$ cat src/rtl/maze_pkg.sv
// -----------------------------------------------------------------------------
// maze_pkg
// Shared types and constants for the maze game sequencer.
//   - Output field widths (level, lives, time_left, display state code).
//   - Default timing constants used as parameter defaults by maze_game_ctrl.
//   - 3-bit display codes for state_o and the internal FSM state type.
//   - state_code(): maps an internal state to its 3-bit display code.
// -----------------------------------------------------------------------------
package maze_pkg;

    localparam int LEVEL_W = 2;
    localparam int LIVES_W = 2;
    localparam int TIME_W  = 7;
    localparam int STATE_W = 3;

    localparam int DEF_NUM_LEVELS    = 4;
    localparam int DEF_LIVES         = 3;
    localparam int DEF_TIME_LIMIT    = 60;
    localparam int DEF_FPS           = 60;
    localparam int DEF_CD_SECS       = 3;
    localparam int DEF_RESULT_FRAMES = 90;
    localparam int DEF_COLL_RST_CYC  = 4;

    // Display codes presented on state_o.
    localparam logic [STATE_W-1:0] ST_IDLE      = 3'd0;
    localparam logic [STATE_W-1:0] ST_ARM       = 3'd1;
    localparam logic [STATE_W-1:0] ST_COUNTDOWN = 3'd2;
    localparam logic [STATE_W-1:0] ST_PLAY      = 3'd3;
    localparam logic [STATE_W-1:0] ST_WON       = 3'd4;
    localparam logic [STATE_W-1:0] ST_LOST      = 3'd5;
    localparam logic [STATE_W-1:0] ST_VICTORY   = 3'd6;
    localparam logic [STATE_W-1:0] ST_DEFEAT    = 3'd7;

    // S_PAUSED is only reachable when MAZE_PAUSE_EN is defined. The eight
    // display codes are all taken, so PAUSED is shown as PLAY (move_en=0
    // tells the two apart).
    typedef enum logic [3:0] {
        S_IDLE, S_ARM, S_COUNTDOWN, S_PLAY,
        S_WON, S_LOST, S_VICTORY, S_DEFEAT,
        S_PAUSED
    } state_e;

    function automatic logic [STATE_W-1:0] state_code(input state_e s);
        logic [STATE_W-1:0] code;
        case (s)
            S_IDLE:      code = ST_IDLE;
            S_ARM:       code = ST_ARM;
            S_COUNTDOWN: code = ST_COUNTDOWN;
            S_PLAY:      code = ST_PLAY;
            S_WON:       code = ST_WON;
            S_LOST:      code = ST_LOST;
            S_VICTORY:   code = ST_VICTORY;
            S_DEFEAT:    code = ST_DEFEAT;
            S_PAUSED:    code = ST_PLAY;
            default:     code = ST_IDLE;
        endcase
        return code;
    endfunction

endpackage

$ cat src/rtl/maze_game_ctrl_if.sv
// -----------------------------------------------------------------------------
// maze_game_ctrl_if
// Game-control bundle between the button/frame logic, the collision and
// player-move blocks, and the sequencer.
//   slave  (sequencer side): in  start_btn, frame_tick, win, game_over
//                            out coll_rst, move_en, level, lives, time_left,
//                                state_o, victory, defeat
//   master (environment side): the same signals with opposite directions.
// -----------------------------------------------------------------------------
interface maze_game_ctrl_if;
    import maze_pkg::*;

    logic               start_btn;
    logic               frame_tick;
    logic               win;
    logic               game_over;
    logic               coll_rst;
    logic               move_en;
    logic [LEVEL_W-1:0] level;
    logic [LIVES_W-1:0] lives;
    logic [TIME_W-1:0]  time_left;
    logic [STATE_W-1:0] state_o;
    logic               victory;
    logic               defeat;

    modport slave (
        input  start_btn, frame_tick, win, game_over,
        output coll_rst, move_en, level, lives, time_left, state_o, victory, defeat
    );

    modport master (
        output start_btn, frame_tick, win, game_over,
        input  coll_rst, move_en, level, lives, time_left, state_o, victory, defeat
    );

endinterface

$ cat src/rtl/maze_frame_timer.sv
// -----------------------------------------------------------------------------
// maze_frame_timer
// Divides frame_tick down to one pulse per second and keeps a saturating
// frame count for result-screen timing.
//   clk, rst    : clock, asynchronous active-low reset
//   clr         : zero both counters on the next edge (state entry)
//   hold        : freeze both counters and suppress sec_p
//   frame_tick  : one-cycle pulse per video frame
//   sec_p       : high on the FPS-th tick since the last clear/wrap
//   frames_done : frame count has reached MAX_FRAMES (it stays there)
// -----------------------------------------------------------------------------
module maze_frame_timer #(
    parameter int FPS        = 60,
    parameter int MAX_FRAMES = 90
) (
    input  logic clk,
    input  logic rst,
    input  logic clr,
    input  logic hold,
    input  logic frame_tick,
    output logic sec_p,
    output logic frames_done
);

    localparam int SUB_W = $clog2(FPS);
    localparam int CNT_W = $clog2(MAX_FRAMES + 1);

    logic [SUB_W-1:0] sub_q, sub_d;
    logic [CNT_W-1:0] cnt_q, cnt_d;
    logic             adv;
    logic             sub_wrap;

    assign adv      = frame_tick && !hold;
    assign sub_wrap = (sub_q == SUB_W'(FPS - 1));

    // sec_p deliberately ignores clr: clr is derived from the FSM next state,
    // which itself depends on sec_p.
    assign sec_p       = adv && sub_wrap;
    assign frames_done = (cnt_q == CNT_W'(MAX_FRAMES));

    // NOTE: every variable gets a default before any branch, so no path can
    // leave one unassigned and infer a latch.
    always_comb begin
        sub_d = sub_q;
        cnt_d = cnt_q;
        if (clr) begin
            sub_d = '0;
            cnt_d = '0;
        end else if (adv) begin
            sub_d = sub_wrap ? '0 : sub_q + SUB_W'(1);
            if (!frames_done) begin
                cnt_d = cnt_q + CNT_W'(1);
            end
        end
    end

    // NOTE: non-blocking assignments make each flop sample pre-edge values,
    // independent of statement order inside the block.
    always_ff @(posedge clk or negedge rst) begin
        if (!rst) begin
            sub_q <= '0;
            cnt_q <= '0;
        end else begin
            sub_q <= sub_d;
            cnt_q <= cnt_d;
        end
    end

endmodule

$ cat src/rtl/maze_game_ctrl.sv
// -----------------------------------------------------------------------------
// maze_game_ctrl
// Round sequencer for the maze game. Pulses the collision block's reset before
// each round, runs the pre-round countdown and the per-round time limit, gates
// player movement, and tracks level and lives from win/game_over.
//   clk   : system (pixel) clock
//   rst   : asynchronous active-low reset
//   bus   : maze_game_ctrl_if.slave
//           in  start_btn (raw, async), frame_tick, win, game_over
//           out coll_rst, move_en, level, lives, time_left, state_o,
//               victory, defeat   (all registered)
// Build option: MAZE_PAUSE_EN adds a PAUSED state toggled by start from PLAY.
// -----------------------------------------------------------------------------
module maze_game_ctrl
    import maze_pkg::*;
#(
    parameter int NUM_LEVELS    = DEF_NUM_LEVELS,
    parameter int LIVES         = DEF_LIVES,
    parameter int TIME_LIMIT    = DEF_TIME_LIMIT,
    parameter int FPS           = DEF_FPS,
    parameter int CD_SECS       = DEF_CD_SECS,
    parameter int RESULT_FRAMES = DEF_RESULT_FRAMES,
    parameter int COLL_RST_CYC  = DEF_COLL_RST_CYC
) (
    input  logic              clk,
    input  logic              rst,
    maze_game_ctrl_if.slave   bus
);

    localparam int ARM_W = $clog2(COLL_RST_CYC);

    logic [2:0]         sync_q, sync_d;
    logic               start_p;
    state_e             state_q, state_d;
    logic [ARM_W-1:0]   arm_cnt_q, arm_cnt_d;
    logic [LEVEL_W-1:0] level_q, level_d;
    logic [LIVES_W-1:0] lives_q, lives_d;
    logic [TIME_W-1:0]  time_left_q, time_left_d;
    logic [STATE_W-1:0] state_o_q, state_o_d;
    logic               coll_rst_q, coll_rst_d;
    logic               move_en_q, move_en_d;
    logic               victory_q, victory_d;
    logic               defeat_q, defeat_d;
    logic               sec_p, frames_done, timeout;
    logic               tmr_clr, tmr_hold;

    // Two synchroniser flops plus one history flop; a held button gives a
    // single start_p because only the 0->1 step is seen.
    assign sync_d  = {sync_q[1:0], bus.start_btn};
    assign start_p = sync_q[1] && !sync_q[2];

    assign timeout = sec_p && (time_left_q <= TIME_W'(1));

    // Sub-counter restarts on every state change; ARM keeps it cleared so
    // frame ticks there are discarded.
`ifdef MAZE_PAUSE_EN
    logic pause_swap;
    assign pause_swap = (state_q == S_PLAY   && state_d == S_PAUSED) ||
                        (state_q == S_PAUSED && state_d == S_PLAY);
    assign tmr_hold   = (state_q == S_PAUSED);
    assign tmr_clr    = ((state_d != state_q) && !pause_swap) || (state_q == S_ARM);
`else
    assign tmr_hold   = 1'b0;
    assign tmr_clr    = (state_d != state_q) || (state_q == S_ARM);
`endif

    maze_frame_timer #(
        .FPS        (FPS),
        .MAX_FRAMES (RESULT_FRAMES)
    ) u_timer (
        .clk         (clk),
        .rst         (rst),
        .clr         (tmr_clr),
        .hold        (tmr_hold),
        .frame_tick  (bus.frame_tick),
        .sec_p       (sec_p),
        .frames_done (frames_done)
    );

    always_comb begin
        state_d     = state_q;
        arm_cnt_d   = '0;
        level_d     = level_q;
        lives_d     = lives_q;
        time_left_d = time_left_q;

        unique case (state_q)
            S_IDLE: begin
                if (start_p) begin
                    level_d = '0;
                    lives_d = LIVES_W'(LIVES);
                    state_d = S_ARM;
                end
            end
            S_ARM: begin
                if (arm_cnt_q == ARM_W'(COLL_RST_CYC - 1)) begin
                    state_d = S_COUNTDOWN;
                end else begin
                    arm_cnt_d = arm_cnt_q + ARM_W'(1);
                end
            end
            S_COUNTDOWN: begin
                // win/game_over are stale collision flags here and are ignored.
                if (sec_p) begin
                    if (time_left_q <= TIME_W'(1)) begin
                        time_left_d = TIME_W'(TIME_LIMIT);
                        state_d     = S_PLAY;
                    end else begin
                        time_left_d = time_left_q - TIME_W'(1);
                    end
                end
            end
            S_PLAY: begin
                if (sec_p && time_left_q != '0) begin
                    time_left_d = time_left_q - TIME_W'(1);
                end
                // A win always beats a loss or a timeout in the same cycle.
                if (bus.win) begin
                    state_d = S_WON;
                end else if (bus.game_over || timeout) begin
                    state_d = S_LOST;
                    if (lives_q != '0) begin
                        lives_d = lives_q - LIVES_W'(1);
                    end
                end
`ifdef MAZE_PAUSE_EN
                else if (start_p) begin
                    state_d = S_PAUSED;
                end
`endif
            end
            S_WON: begin
                if (frames_done) begin
                    if (level_q == LEVEL_W'(NUM_LEVELS - 1)) begin
                        state_d = S_VICTORY;
                    end else begin
                        level_d = level_q + LEVEL_W'(1);
                        state_d = S_ARM;
                    end
                end
            end
            S_LOST: begin
                if (frames_done) begin
                    state_d = (lives_q == '0) ? S_DEFEAT : S_ARM;
                end
            end
            S_VICTORY, S_DEFEAT: begin
                if (start_p) begin
                    state_d = S_IDLE;
                end
            end
`ifdef MAZE_PAUSE_EN
            S_PAUSED: begin
                if (start_p) begin
                    state_d = S_PLAY;
                end
            end
`endif
            default: begin
                state_d = S_IDLE;
            end
        endcase

        // The countdown value is visible from the first ARM cycle.
        if (state_d == S_ARM) begin
            time_left_d = TIME_W'(CD_SECS);
        end

        // Outputs are decoded from the next state so the registered copies
        // line up with state_q.
        coll_rst_d = (state_d == S_IDLE) || (state_d == S_ARM) ||
                     (state_d == S_VICTORY) || (state_d == S_DEFEAT);
        move_en_d  = (state_d == S_PLAY);
        victory_d  = (state_d == S_VICTORY);
        defeat_d   = (state_d == S_DEFEAT);
        state_o_d  = state_code(state_d);
    end

    always_ff @(posedge clk or negedge rst) begin
        if (!rst) begin
            sync_q      <= '0;
            state_q     <= S_IDLE;
            arm_cnt_q   <= '0;
            level_q     <= '0;
            lives_q     <= LIVES_W'(LIVES);
            time_left_q <= TIME_W'(TIME_LIMIT);
            state_o_q   <= ST_IDLE;
            coll_rst_q  <= 1'b1;
            move_en_q   <= 1'b0;
            victory_q   <= 1'b0;
            defeat_q    <= 1'b0;
        end else begin
            sync_q      <= sync_d;
            state_q     <= state_d;
            arm_cnt_q   <= arm_cnt_d;
            level_q     <= level_d;
            lives_q     <= lives_d;
            time_left_q <= time_left_d;
            state_o_q   <= state_o_d;
            coll_rst_q  <= coll_rst_d;
            move_en_q   <= move_en_d;
            victory_q   <= victory_d;
            defeat_q    <= defeat_d;
        end
    end

    assign bus.coll_rst  = coll_rst_q;
    assign bus.move_en   = move_en_q;
    assign bus.level     = level_q;
    assign bus.lives     = lives_q;
    assign bus.time_left = time_left_q;
    assign bus.state_o   = state_o_q;
    assign bus.victory   = victory_q;
    assign bus.defeat    = defeat_q;

endmodule

$ cat src/flat_wrapper.sv
// flat-port wrapper written by rule: the top's interface ports become plain ports
module maze_game_ctrl_flat import maze_pkg::*;
#(
    parameter int NUM_LEVELS    = DEF_NUM_LEVELS,
    parameter int LIVES         = DEF_LIVES,
    parameter int TIME_LIMIT    = DEF_TIME_LIMIT,
    parameter int FPS           = DEF_FPS,
    parameter int CD_SECS       = DEF_CD_SECS,
    parameter int RESULT_FRAMES = DEF_RESULT_FRAMES,
    parameter int COLL_RST_CYC  = DEF_COLL_RST_CYC
)
  (clk, rst, bus_start_btn, bus_frame_tick, bus_win, bus_game_over, bus_coll_rst, bus_move_en, bus_level, bus_lives, bus_time_left, bus_state_o, bus_victory, bus_defeat);
  maze_game_ctrl_if bus_i ();
  input  logic clk;
  input  logic rst;
  input wire logic [$bits(bus_i.start_btn)-1:0] bus_start_btn;
  input wire logic [$bits(bus_i.frame_tick)-1:0] bus_frame_tick;
  input wire logic [$bits(bus_i.win)-1:0] bus_win;
  input wire logic [$bits(bus_i.game_over)-1:0] bus_game_over;
  output wire logic [$bits(bus_i.coll_rst)-1:0] bus_coll_rst;
  output wire logic [$bits(bus_i.move_en)-1:0] bus_move_en;
  output wire logic [$bits(bus_i.level)-1:0] bus_level;
  output wire logic [$bits(bus_i.lives)-1:0] bus_lives;
  output wire logic [$bits(bus_i.time_left)-1:0] bus_time_left;
  output wire logic [$bits(bus_i.state_o)-1:0] bus_state_o;
  output wire logic [$bits(bus_i.victory)-1:0] bus_victory;
  output wire logic [$bits(bus_i.defeat)-1:0] bus_defeat;
  assign bus_i.start_btn = bus_start_btn;
  assign bus_i.frame_tick = bus_frame_tick;
  assign bus_i.win = bus_win;
  assign bus_i.game_over = bus_game_over;
  assign bus_coll_rst = bus_i.coll_rst;
  assign bus_move_en = bus_i.move_en;
  assign bus_level = bus_i.level;
  assign bus_lives = bus_i.lives;
  assign bus_time_left = bus_i.time_left;
  assign bus_state_o = bus_i.state_o;
  assign bus_victory = bus_i.victory;
  assign bus_defeat = bus_i.defeat;
  maze_game_ctrl #(.NUM_LEVELS(NUM_LEVELS), .LIVES(LIVES), .TIME_LIMIT(TIME_LIMIT), .FPS(FPS), .CD_SECS(CD_SECS), .RESULT_FRAMES(RESULT_FRAMES), .COLL_RST_CYC(COLL_RST_CYC)) u_core (.clk(clk), .rst(rst), .bus(bus_i));
endmodule
$ cat config.mk
export PLATFORM = sky130hd
export DESIGN_NAME = maze_game_ctrl_flat
export DESIGN_NICKNAME = d
export VERILOG_FILES = /design/src/rtl/maze_pkg.sv /design/src/rtl/maze_game_ctrl_if.sv /design/src/rtl/maze_frame_timer.sv /design/src/rtl/maze_game_ctrl.sv /design/src/flat_wrapper.sv
export SDC_FILE = /design/constraint.sdc
export NUM_CORES = 1
export LEC_CHECK = 0
export BUFFER_PORTS_ARGS = -buffer_cell sky130_fd_sc_hd__buf_2
export CORE_MARGIN = 3
export CORE_UTILIZATION = 38
export CTS_BUF_LIST = sky130_fd_sc_hd__clkbuf_16
export DETAILED_ROUTE_END_ITERATION = 10
export PLACE_DENSITY_LB_ADDON = 0.08
export SETUP_SLACK_MARGIN = 0.2
export SLEW_MARGIN = 15
export SYNTH_ARGS = -nofsm -noshare
export SYNTH_HDL_FRONTEND = slang
export SYNTH_SLANG_ARGS = --single-unit
$ cat constraint.sdc
create_clock -name clk -period 3.27 [get_ports clk]
set_input_delay 0.1635 -clock clk [delete_from_list [all_inputs] [get_ports clk]]
set_output_delay 0.1635 -clock clk [all_outputs]
set_load 0.1 [all_outputs]
==> results_dict.tcl <==
set metrics [dict create \
    dr.first_iter.drc_count 107 \
    cts_made_buffers 5 \
    swShare_pct 22.3 \
    wl_per_cell_um 14.6 \
    gr-total-overflow 0 \
    gp_congestion 0.762 \
    die_area_um2 6810 \
    clock-root-buffer "clkbuf_16" \
    vdd_drop_max_uv 321 \
    die_w_um 82.5 \
    drcViolationCount 0 \
    arrival_ns 2.85 \
    yosysSeqAreaShare_pct 45.4 \
    final_common_cell "dfrtp_1" \
    dp_cells 319 \
    fin_area_um2 2590 \
    startpoint_type "flip-flop" \
    cp-startpoint "u_core.u_timer.cnt_q[0]" \
    crit_path_end_kind "flip-flop" \
    dpl_cell_area_um2 2420 \
    pwr_density_cell_nw_per_um2 439 \
    grt_usage_pct 16.1 \
    initial_core_util_pct 39.9 \
    clockPowerShare_pct 48.2 \
    p_int_mw 0.883 \
    worstSetupPathType "flip-flop to flip-flop" \
    routed_wl_mm 4.78 \
    fin_crit_sh_pct 83.9 \
    setup_viol 0 \
    place_ws_ns 0.537 \
    maxCapViolCount 0 \
    fin_setup_tns_ns 0 \
    instances_no_fill 328 \
    setup_ws_ns 0.527 \
    hold_viol 0 \
    r2r-end "u_core.u_timer.sub_q[4]" \
    slew_violations 0 \
    dieHeight_um 82.5 \
    ys_types 58 \
    hp-class "input port to asynchronous set/reset pin" \
    p_leak_nw 1.17 \
    cts_tree "built" \
    ys_warn_count 0 \
    wl_met3_um 182 \
    crit_fanout 13 \
    dr_total_vias 1788 \
    antenna_found_initial 0 \
    synth_edf_count 0 \
    hpwlAfterDp_mm 3.51 \
    required_ns 3.38 \
    period_minus_slack_ns 2.74 \
    synth_area_um2 2220 \
    cts.sinks 40 \
    syn_to_final_growth_pct 16.5 \
    synth_ff_type "dfrtp_1" \
    rsz0062_at_grt "no" \
    first_pass_iters 4 \
    yosysTopAreaCell "dfrtp_1" \
    synthTopCellsByArea "dfrtp_1, dfstp_2, ha_1" \
    slowest_stage "o32ai_2" \
    tightest_slew_ns 0.909 \
    rrSetupSlack_ns 0.53 \
    max_freq_ghz 0.365 \
    hold_ws_ns 0.0147 \
    rows 27 \
    netlist.area_leader.share_pct 37.1 \
    p_total_mw 1.14 \
    seqPwrFrac_pct 45.4 \
    p_comb_share_pct 6.4 \
    grt_pass1_wl_mm 8.31 \
    topRoutingLayerUsed "met4" \
    critPathCapture "u_core.u_timer.sub_q[4]" \
    final_cell_mix "dfrtp_1, buf_2, nor2_1, nand2_1, nor3_1" \
    numPortBuffers 23 \
    timing.rr.start "u_core.u_timer.cnt_q[0]" \
    synthArstFlopShare_pct 100 \
    crit_chain "inv_1 -> ha_1 -> nor4bb_1 -> a31oi_1 -> a311o_1 -> o32ai_2 -> nor4_1" \
    synth_area_per_cell_um2 9.80 \
    final_core_util_pct 46.5 \
    h-tree-depth 2 \
    ys_ff_latch 40 \
    skew_ns 0.00487 \
    coreArea_um2 5570 \
    critPathMaxStageDelay_ns 0.79 \
    clock_latency_ns 0.28 \
    p_sw_mw 0.254 \
    syn-num-nets 242 \
    diodes 0 \
    io_pins 24 \
    r2r_cells 7 \
    grt_max_degree 41 \
    run_status "completed" \
    met1_length_mm 2.41 \
    ant_nets 0 \
    max_slew_margin_pct 39.4 \
    layout.nets 270 \
    clockBufferDepth 2 \
    via_per_inst 5.45 \
    clkSlewWorstSetupHoldPaths_ns 0.06 \
    synth_cells 227 \
    met2WireLength_mm 2.12 \
    first_global_vias 1687 \
    drive_gt1_share_pct 20.3 \
]
-- critical path: cells and delay by family, from the launching register on --
kind	cells	cell delay, ns
buffers and inverters	1	0.09
flip-flops	1	0.40
AO/OA/AOI/OAI	3	1.34
AND/OR/NAND/NOR	2	0.58
adder cells (fa/ha/maj)	1	0.16
-- kinds of logic (layout without fill, tap and decap cells) --
| logic type | after synthesis | in the layout | share of synthesized area (%) |
|---|---|---|---|
| xor+xnor | 9 | 9 | 3.54 |
| mux | 3 | 3 | 1.35 |
| flops | 40 | 40 | 45.4 |
| buf+inv | 18 | 47 | 3.77 |
| simple gates | 100 | 100 | 24.7 |
| fa+ha+maj | 9 | 9 | 5.06 |
| other cells | 1 | 1 | 0.169 |
| compound gates | 47 | 47 | 16.0 |
-- synth_stat cells (2+ instances only) --
master      n
nand3_1     4
nand4_1     4
xnor2_1     5
xor2_1      4
or4_4       2
buf_6       2
or4_1       4
nand2b_1    5
a211oi_1    4
nor2_1     22
or2_2       2
a2111oi_0   2
inv_1      11
mux2i_1     3
or3_1       3
dfstp_2     7
nor4_1      4
nor3_1     15
and3_1      2
o221ai_1    2
nand2_1    17
o21ai_0    11
nor2b_1     3
a21oi_1     8
ha_1        9
o21bai_1    2
dfrtp_1    33
nor3b_1     3
a22oi_1     2
clkbuf_1    4
-- final cells by class --
cell class | instances | area, um^2
fill | 554 | 2980
multi-input combinational | 169 | 1130
sequential | 40 | 1010
timing repair buffer | 28 | 155
clock buffer | 5 | 125
tap | 72 | 90.1
inverter | 11 | 41.3
clock inverter | 3 | 38.8
-- metal layers --
| layer | global-route usage [%] | up-vias |
|---|---|---|
| li1 | - | 889 |
| met2 | 23.7 | 32 |
| met5 | 0 | - |
| met4 | 5.23 | 0 |
| met3 | 3.25 | 5 |
| met1 | 23.5 | 862 |
-- power groups by stage --
stage                     clock network, mW  logic (mW)  registers (mW)
final                                 0.548      0.0733           0.516
after global routing                  0.580      0.0820           0.518
after CTS                             0.561      0.0750           0.516
after detailed placement                  0      0.0733           0.524
after global placement                    0      0.0732           0.525
after floorplan                           0      0.0414           0.529
-- worst min-delay path by stage --
stage,start,endpoint,slack [ns],cells after the start
final,rst,u_core.bus.state_o[0],0.01,1
after global routing,rst,u_core.bus.level[1],0.09,1
after CTS,rst,u_core.state_q[0],0.06,1
after detailed placement,bus_start_btn,u_core.sync_q[0],0.27,1
after global placement,bus_start_btn,u_core.sync_q[0],0.27,1
after floorplan,rst,u_core.arm_cnt_q[0],-0.13,0
-- repair_timing --
item	4_1_cts	5_1_grt
setup endpoints to repair	0	0
buffers inserted	0	0
hold buffers	1	0
resized for setup	0	0
hold endpoints to repair	1	0
-- flip-flops by register name, summed over array words and instances (netlist names) --
signal / count
u_core.state_q: 4
u_core.sync_q: 3
u_core.bus.move_en: 1
u_core.bus.coll_rst: 1
u_core.bus.lives: 2
u_core.bus.state_o: 3
u_core.bus.defeat: 1
u_core.u_timer.cnt_q: 7
u_core.bus.level: 2
u_core.bus.victory: 1
u_core.u_timer.sub_q: 6
u_core.bus.time_left: 7
u_core.arm_cnt_q: 2
Power figures use the tool's default switching activity.
